--- config.mk ---
export PLATFORM = sky130hd
export DESIGN_NAME = led_pattern_ctrl
export DESIGN_NICKNAME = d
export VERILOG_FILES = /design/src/rtl/led_pattern_ctrl.sv
export SDC_FILE = /design/constraint.sdc
export NUM_CORES = 1
export LEC_CHECK = 0
export CORE_AREA = 2 2 61 91
export DETAILED_ROUTE_END_ITERATION = 8
export DIE_AREA = 0 0 63 93
export GPL_ROUTABILITY_DRIVEN = 0
export PLACE_DENSITY = 0.74
export SETUP_SLACK_MARGIN = 0.1
export SLEW_MARGIN = 5
export SYNTH_ARGS = -nofsm -noshare
export SYNTH_HDL_FRONTEND = slang
export SYNTH_SLANG_ARGS = --single-unit
--- constraint.sdc ---
create_clock -name sys_clk_50M -period 1.9 [get_ports sys_clk_50M]
set_input_delay 0.19 -clock sys_clk_50M [delete_from_list [all_inputs] [get_ports sys_clk_50M]]
set_output_delay 0.19 -clock sys_clk_50M [all_outputs]
set_load 0.02 [all_outputs]
--- src/rtl/led_pattern_ctrl.sv ---
// led_pattern_ctrl: timebase prescaler plus mode state machine for the 4-LED bank.
// Patterns step on a prescaled tick; mode changes are accepted over a handshake
// and only take effect on a step boundary, so a pattern never changes mid-step.
//
// mode_valid / mode_ready handshake: a request transfers on a rising edge of
// sys_clk_50M where mode_valid and mode_ready are both high. After a transfer
// mode_ready stays low until the request has been applied on a step edge and
// one further cycle has passed. mode_valid seen while mode_ready is low is
// ignored (nothing is queued). The requester may drop mode_valid or change
// mode_sel at any time without a transfer occurring.
`timescale 1ns/1ps
module led_pattern_ctrl #(
   parameter logic [24:0] TICK_MAX     = 25'd24_999_999,
   parameter logic [2:0]  DEFAULT_MODE = 3'd1
) (
   input  logic       sys_clk_50M,
   input  logic       rst_n,
   input  logic [2:0] mode_sel,
   input  logic       mode_valid,
   output logic       mode_ready,
   input  logic [1:0] speed_sel,
   input  logic       pause,
   output logic       tick,
   output logic [2:0] cur_mode,
   output logic [3:0] led
);

   typedef enum logic [2:0] {
      MODE_OFF       = 3'd0,
      MODE_BLINK     = 3'd1,
      MODE_RUN_LEFT  = 3'd2,
      MODE_RUN_RIGHT = 3'd3,
      MODE_PINGPONG  = 3'd4
   } mode_e;

   localparam logic PP_LEFT  = 1'b0;
   localparam logic PP_RIGHT = 1'b1;

   // Codes 5-7 are legal requests but have no pattern of their own: they mean OFF.
   function automatic mode_e map_mode(input logic [2:0] code);
      if (code > 3'd4) return MODE_OFF;
      else             return mode_e'(code);
   endfunction

   // First visible LED state of each mode.
   function automatic logic [3:0] init_led(input mode_e m);
      case (m)
         MODE_OFF:       return 4'b0000;
         MODE_BLINK:     return 4'b1111;
         MODE_RUN_LEFT:  return 4'b0001;
         MODE_RUN_RIGHT: return 4'b1000;
         MODE_PINGPONG:  return 4'b0001;
         default:        return 4'b0000;
      endcase
   endfunction

   localparam mode_e      RST_MODE = map_mode(DEFAULT_MODE);
   localparam logic [3:0] RST_LED  = init_led(RST_MODE);

   logic [24:0] cnt_q, cnt_d;
   logic        tick_q, tick_d;
   logic        mode_ready_q, mode_ready_d;
   logic        pending_q, pending_d;
   mode_e       pend_mode_q, pend_mode_d;
   mode_e       cur_mode_q, cur_mode_d;
   logic [3:0]  led_q, led_d;
   logic        pp_dir_q, pp_dir_d;

   logic [24:0] limit;
   logic        step_en;
   logic        xfer;
   logic        apply;

   assign limit   = TICK_MAX >> speed_sel;
   assign step_en = (cnt_q == limit) && !pause;
   assign xfer    = mode_valid && mode_ready_q;
   assign apply   = step_en && pending_q;

   // Prescaler: count to the speed-dependent limit, clear on a step or when a
   // speed change leaves the count beyond the new limit; freeze while paused.
   always_comb begin
      cnt_d  = cnt_q;
      tick_d = step_en;
      if (!pause) begin
         if (step_en || (cnt_q > limit)) cnt_d = '0;
         else                            cnt_d = cnt_q + 25'd1;
      end
   end

   // Request capture: latch one mode request, release it when applied.
   always_comb begin
      pending_d    = pending_q;
      pend_mode_d  = pend_mode_q;
      if (apply) pending_d = 1'b0;
      if (xfer) begin
         pending_d   = 1'b1;
         pend_mode_d = map_mode(mode_sel);
      end
      // Ready comes back the cycle after pending has cleared.
      mode_ready_d = !xfer && !pending_q;
   end

   // Mode FSM next state: switch only when a pending request meets a step.
   always_comb begin
      cur_mode_d = cur_mode_q;
      if (apply) cur_mode_d = pend_mode_q;
   end

   // Mode FSM outputs: next LED pattern for the current mode on each step.
   always_comb begin
      led_d    = led_q;
      pp_dir_d = pp_dir_q;
      if (apply) begin
         led_d    = init_led(pend_mode_q);
         pp_dir_d = PP_LEFT;
      end else if (step_en) begin
         case (cur_mode_q)
            MODE_OFF:       led_d = 4'b0000;
            MODE_BLINK:     led_d = ~led_q;
            MODE_RUN_LEFT:  led_d = {led_q[2:0], led_q[3]};
            MODE_RUN_RIGHT: led_d = {led_q[0], led_q[3:1]};
            MODE_PINGPONG: begin
               // Bounce off either end before shifting.
               if (led_q == 4'b1000)      pp_dir_d = PP_RIGHT;
               else if (led_q == 4'b0001) pp_dir_d = PP_LEFT;
               led_d = (pp_dir_d == PP_LEFT) ? {led_q[2:0], 1'b0}
                                             : {1'b0, led_q[3:1]};
            end
            default:        led_d = 4'b0000;
         endcase
      end
   end

   // Mode FSM state register.
   always_ff @(posedge sys_clk_50M or negedge rst_n) begin
      if (!rst_n) cur_mode_q <= RST_MODE;
      else        cur_mode_q <= cur_mode_d;
   end

   // Datapath registers: prescaler, tick, handshake and LED pattern.
   always_ff @(posedge sys_clk_50M or negedge rst_n) begin
      if (!rst_n) begin
         cnt_q        <= '0;
         tick_q       <= 1'b0;
         mode_ready_q <= 1'b1;
         pending_q    <= 1'b0;
         pend_mode_q  <= MODE_OFF;
         led_q        <= RST_LED;
         pp_dir_q     <= PP_LEFT;
      end else begin
         cnt_q        <= cnt_d;
         tick_q       <= tick_d;
         mode_ready_q <= mode_ready_d;
         pending_q    <= pending_d;
         pend_mode_q  <= pend_mode_d;
         led_q        <= led_d;
         pp_dir_q     <= pp_dir_d;
      end
   end

   assign mode_ready = mode_ready_q;
   assign tick       = tick_q;
   assign cur_mode   = cur_mode_q;
   assign led        = led_q;

endmodule

=== Word level (Yosys, flattened, before mapping) ===
Cells that the tools add are included.

* Register bits: 39
* Input port bits: 9
* Word-level logic and storage cells: 54

* Add/subtract/negate cells: 1
* Order comparisons: 2
* Equal/unequal tests: 11
* Shift operators: 1
* Mux-type cells: 17
* Bitwise logic cells: 1
* Reductions and logical operators: 13

{| class="wikitable"
|+ Operators by type and width
! kind !! count
|-
| 25-bit by 1-bit adder with 25-bit output, second input constant || 1
|-
| 25-bit == test || 1
|-
| 25-bit > comparator || 1
|-
| 25-bit 2-to-1 mux || 1
|-
| 25-bit by 2-bit >> shifter with 25-bit output, first input constant || 1
|-
| 4-bit case mux with 4 select lines || 1
|-
| 3-bit by 2-bit == test with 1-bit output, second input constant || 4
|-
| 4-bit 2-to-1 mux || 3
|-
| 4-bit case mux with 3 select lines || 1
|-
| 1-bit 2-to-1 mux || 10
|-
| 3-bit by 1-bit == test with 1-bit output, second input constant || 2
|-
| 3-bit == test, second input constant || 2
|-
| 2-bit nonzero test || 3
|-
| 4-bit by 1-bit == test with 1-bit output, second input constant || 1
|-
| 4-bit == test, second input constant || 1
|-
| 1-bit logical AND || 4
|-
| 4-bit NOT || 1
|-
| 3-bit > comparator, second input constant || 1
|-
| 1-bit logical NOT || 3
|-
| 3-bit 2-to-1 mux || 1
|-
| 2-bit AND reduction || 1
|-
| 2-bit OR reduction || 1
|-
| 1-bit logical OR || 1
|}

=== Longest topological paths before layout ===
* Depth in word-level cells: 10
* Gate-level depth with buffers: 11
* Depth with buffers taken out: 9

=== Worst setup path after synthesis ===
OpenSTA, ideal clock, no wires.

* Kind: in2reg
* Start point: input speed_sel[0]
* End point: register cnt_q[3]
* Setup time: 66 ps
* Data arrival time: 2181 ps
* Data required time: 1834 ps
* Setup slack: -348 ps
* Stages on the path: 9
* Path buffers: 1
* Cell sequence: buf_6 -> nor2_1 -> inv_1 -> ha_1 -> a2111o_1 -> a211oi_1 -> o22ai_1 -> nor3_2 -> a22o_1

* Word-level cells in the longest chain between the ends: 5
* Elaborated cells on any way between the ends: 6

{| class="wikitable"
|+ RTL lines
! what !! line !! text
|-
| start: declaration || 21 || <nowiki>input logic [1:0] speed_sel,</nowiki>
|-
| 25-bit by 2-bit >> shifter with 25-bit output * || 74 || <nowiki>assign limit = TICK_MAX >> speed_sel;</nowiki>
|-
| parallel branches: the longest is 2 deep, another holds 25-bit > comparator || - ||
|-
| 1-bit logical OR * || 85 || <nowiki>if (step_en || (cnt_q > limit)) cnt_d = '0;</nowiki>
|-
| 25-bit 2-to-1 mux * || 85 ||
|-
| end signal: assignment || 151 || <nowiki>cnt_q <= cnt_d;</nowiki>
|-
| end: declaration || 60 || <nowiki>logic [24:0] cnt_q, cnt_d;</nowiki>
|}

Mark *: on every way between the ends.
A chain may end at the register's enable or synchronous reset.

=== Worst setup path after layout ===
* Start point: register cnt_q[20]
* End point: register cnt_q[4]

* Word-level cells in the longest chain between the ends: 4
* Elaborated cells on any way between the ends: 5

{| class="wikitable"
|+ RTL lines
! what !! line
|-
| parallel branches: the longest is 2 deep, another holds 25-bit > comparator || -
|-
| 1-bit logical OR * || 85
|-
| 25-bit 2-to-1 mux * || 85
|}

Marked as above.

==> key figures <==
Run status
  – Status: complete, but fails checks
  – Failing checks: setup timing

Power
  – Gate power share: 22.8%
  – Sw frac: 29.12%
  – Worst vdd ir: 0.4842 mV
  – P_leak: 1.684 nW
  – P_sw: 696.3 µW
  – Reg power frac: 41.3%
  – Internal Pwr Total: 1.695 mW
  – Clock power frac: 35.9%
  – Pwr dens: 615.2 nW/µm²

Detailed routing
  – Starting DRT DRC Count: 111
  – Routed wire length: 7826 µm
  – ANT nets after route: 0
  – Detailed-route via count: 2555
  – 1st-pass router iterations: 4
  – Met1 WL: 2684 µm
  – Met2 wire length: 4571 µm
  – Met3 wire len: 256 µm
  – Wire length per cell: 17.91 µm
  – # DRC: 0
  – Via-per-instance ratio: 5.847
  – Max Used Layer: met4

GRT
  – Initial antenna violation count: 0
  – Total global routing overflow: 0
  – Global-route wire length before repair: 11610 µm
  – Vias in the first global route: 2543
  – Largest net degree at the start of global routing: 40
  – Gr usage total: 25.61%

Setup path
  – Worst stage delay on the critical path: 0.42 ns
  – CP arrival: 2.32 ns
  – Nature of the critical path startpoint: register
  – Critical-path top delay cell: dfrtp_1
  – Crit end category: register
  – Critical path cell sequence: ha_4 > and3_4 > nor2b_4 > nand4bb_4 > o221a_4 > buf_12 > a21o_1 > a22o_1
  – CP required: 2.09 ns
  – Crit Path Max Fanout: 8
  – Crit Path Category: register to register

Timing
  – RSZ-0062 raised after global routing: true
  – Final hold vios: 0
  – TNS Setup: -5.534 ns
  – Crit share post-route: 112.3%
  – Period minus WS final: 2.134 ns
  – Final worst setup slack: -0.2343 ns
  – Max transition margin: 61.57%
  – Layout Skew: 0.01266 ns
  – Fin. max-slew vios: 0
  – Max Clk Rate: 468.5 MHz
  – Slew @ Worst Pin: 0.5751 ns
  – Finish-stage setup viols: 34

Synth
  – Post-synth cell types: 59
  – Synth top cells by count: nand2_1 (36), dfrtp_1 (33), nor2_1 (32)
  – Mapped Area: 2602 µm²
  – Async SR Flop Fraction: 100.0%
  – Top-count cell post-synth: nand2_1
  – Synth warnings: 0
  – EDFF count, synth: 0
  – Most used DFF post-synth: dfrtp_1
  – Top post-synthesis cells by area: dfrtp_1 (32%), ha_1 (6.7%), dfstp_2 (6.1%)
  – Cells after Synth: 288
  – Avg Cell Area, Syn: 9.036 µm²
  – Yosys reg bits: 39
  – Post-synth net total: 311
  – Register area share after synthesis: 37.79%
  – Top cell type's share of synthesized area: 31.73%
  – Post-synth top area cell: dfrtp_1

Floorplan
  – DIE AREA: 5859 µm²
  – IO Pins: 18
  – DIE HEIGHT: 93 µm
  – # rows: 32
  – Die Wd: 63 µm
  – Core Footprint: 5085 µm²
  – Starting Density: 51.18%

CTS
  – Worst-skew pair later-pin latency: 0.31 ns
  – TritonCTS clock tree: done
  – Clk root buf: clkbuf_8
  – Num CTS Buffers: 5
  – CTS max path bufs: 2
  – Clock-pin slew on the worst setup and hold paths: 0.09 ns
  – H-tree depth: 2
  – CTS Sinks: 39

Placement
  – Hpwl dp: 5068 µm
  – Placement Cell Area: 3326 µm²
  – Place WS: -0.8190 ns
  – I/O Buffers: 17

Final layout
  – Ant diodes: 0
  – Layout cells sized above 1: 39.84%
  – Multi-input gate area: 1894 µm²
  – Register Area: 984.7 µm²
  – Area delta synth->final: 49.33%
  – Fin area: 3886 µm²
  – Fill cell total of the finished layout: 342
  – Nets: 391

Run
  – MaxCap Viol Count: 0

Worst hold path
  – HP Class: input pin to async pin
-- final timing paths --
kind                       startpoint         end  slack [ns]  cells after the start
setup / recovery            cnt_q[20]    cnt_q[4]       -0.23                      8
hold / removal                  rst_n   cnt_q[22]        0.38                      3
setup reg to reg            cnt_q[20]    cnt_q[4]       -0.23                      8
hold reg to reg                led[2]      led[2]        0.52                      2
max in group asynchronous       rst_n      led[2]        1.26                      3
min in group sys_clk_50M   mode_valid  mode_ready        0.43                      2
-- repair_timing --
item	4_1_cts	5_1_grt
setup endpoints to repair	35	35
endpoints found under the hold margin	33	0
gates cloned	1	1
hold buffers	1	0
pin swaps	16	31
buffers inserted	7	5
resized for setup	22	45
-- cell type report --
cell class	count	area share, %
multi-input combinational	226	48.74
sequential	39	25.34
timing repair buffer	83	18.83
tap	68	2.189
clock buffer	5	1.771
clock inverter	3	1.739
inverter	13	1.384
-- cells in the final DEF (no fill, tap or decap), types with 4 or more instances in the layout --
cell type,n
a21o_1,9
a21oi_1,6
a22o_1,9
buf_12,4
buf_4,57
clkbuf_8,5
clkdlybuf4s50_1,14
dfrtp_1,32
dfstp_2,6
ha_1,6
ha_4,8
inv_1,9
nand2_1,33
nand3_1,10
nand4_1,6
nor2_1,16
nor2_4,16
nor3b_1,4
o21ai_0,9
xnor2_1,6
xor2_1,11
-- layer usage --
layer  up-vias  GRT usage [%]
met5         -              0
met4         0          13.52
met3        22          4.452
met2        66          50.35
met1      1268          24.73
li1       1199              -
-- logic make-up after synthesis --
family                     share of synthesized area [%]
AOI/OAI and AO/OA                                  19.62
muxes                                              1.298
buffers and inverters                              4.231
and+or+nand+nor                                    23.80
xor gates and xnor gates                           5.721
DFF                                                37.79
adders and majority gates                          7.548
-- state kept, by name (all words and copies together), names as in the netlist --
| register | cells |
|---|---|
| cur_mode | 3 |
| tick | 1 |
| led | 4 |
| pp_dir_q | 1 |
| pending_q | 1 |
| cnt_q | 25 |
| mode_ready | 1 |
| pend_mode_q | 3 |
-- power groups by stage --
stage               logic (mW)  clock network [mW]  registers (mW)
floorplan                0.251                   0           0.999
detailed placement       0.492                   0            1.00
global placement         0.477                   0           0.995
global route             0.593               0.892            1.00
CTS                      0.513               0.857           0.986
finish                   0.545               0.858           0.988
-- stage by stage --
stage	power, mW	cells	hold slack, ns	utilization, %
6_report	2.391	437	0.3777	76.43
3_3_place_gp	1.473	414	0.1731	65.40
5_1_grt	2.485	437	0.4141	76.43
3_5_place_dp	1.493	414	0.1757	65.40
2_1_floorplan	1.250	288	-0.1056	-
4_1_cts	2.355	431	0.3849	71.16
-- critical path: cells and delay by family (launching register included) --
kind            cells  cell delay (ns)
compound gates      3             0.65
fa+ha+maj           1             0.27
buf+inv             1             0.15
flops               1             0.42
simple gates        3             0.53
Note: power is estimated with default switching activity, not from simulation.
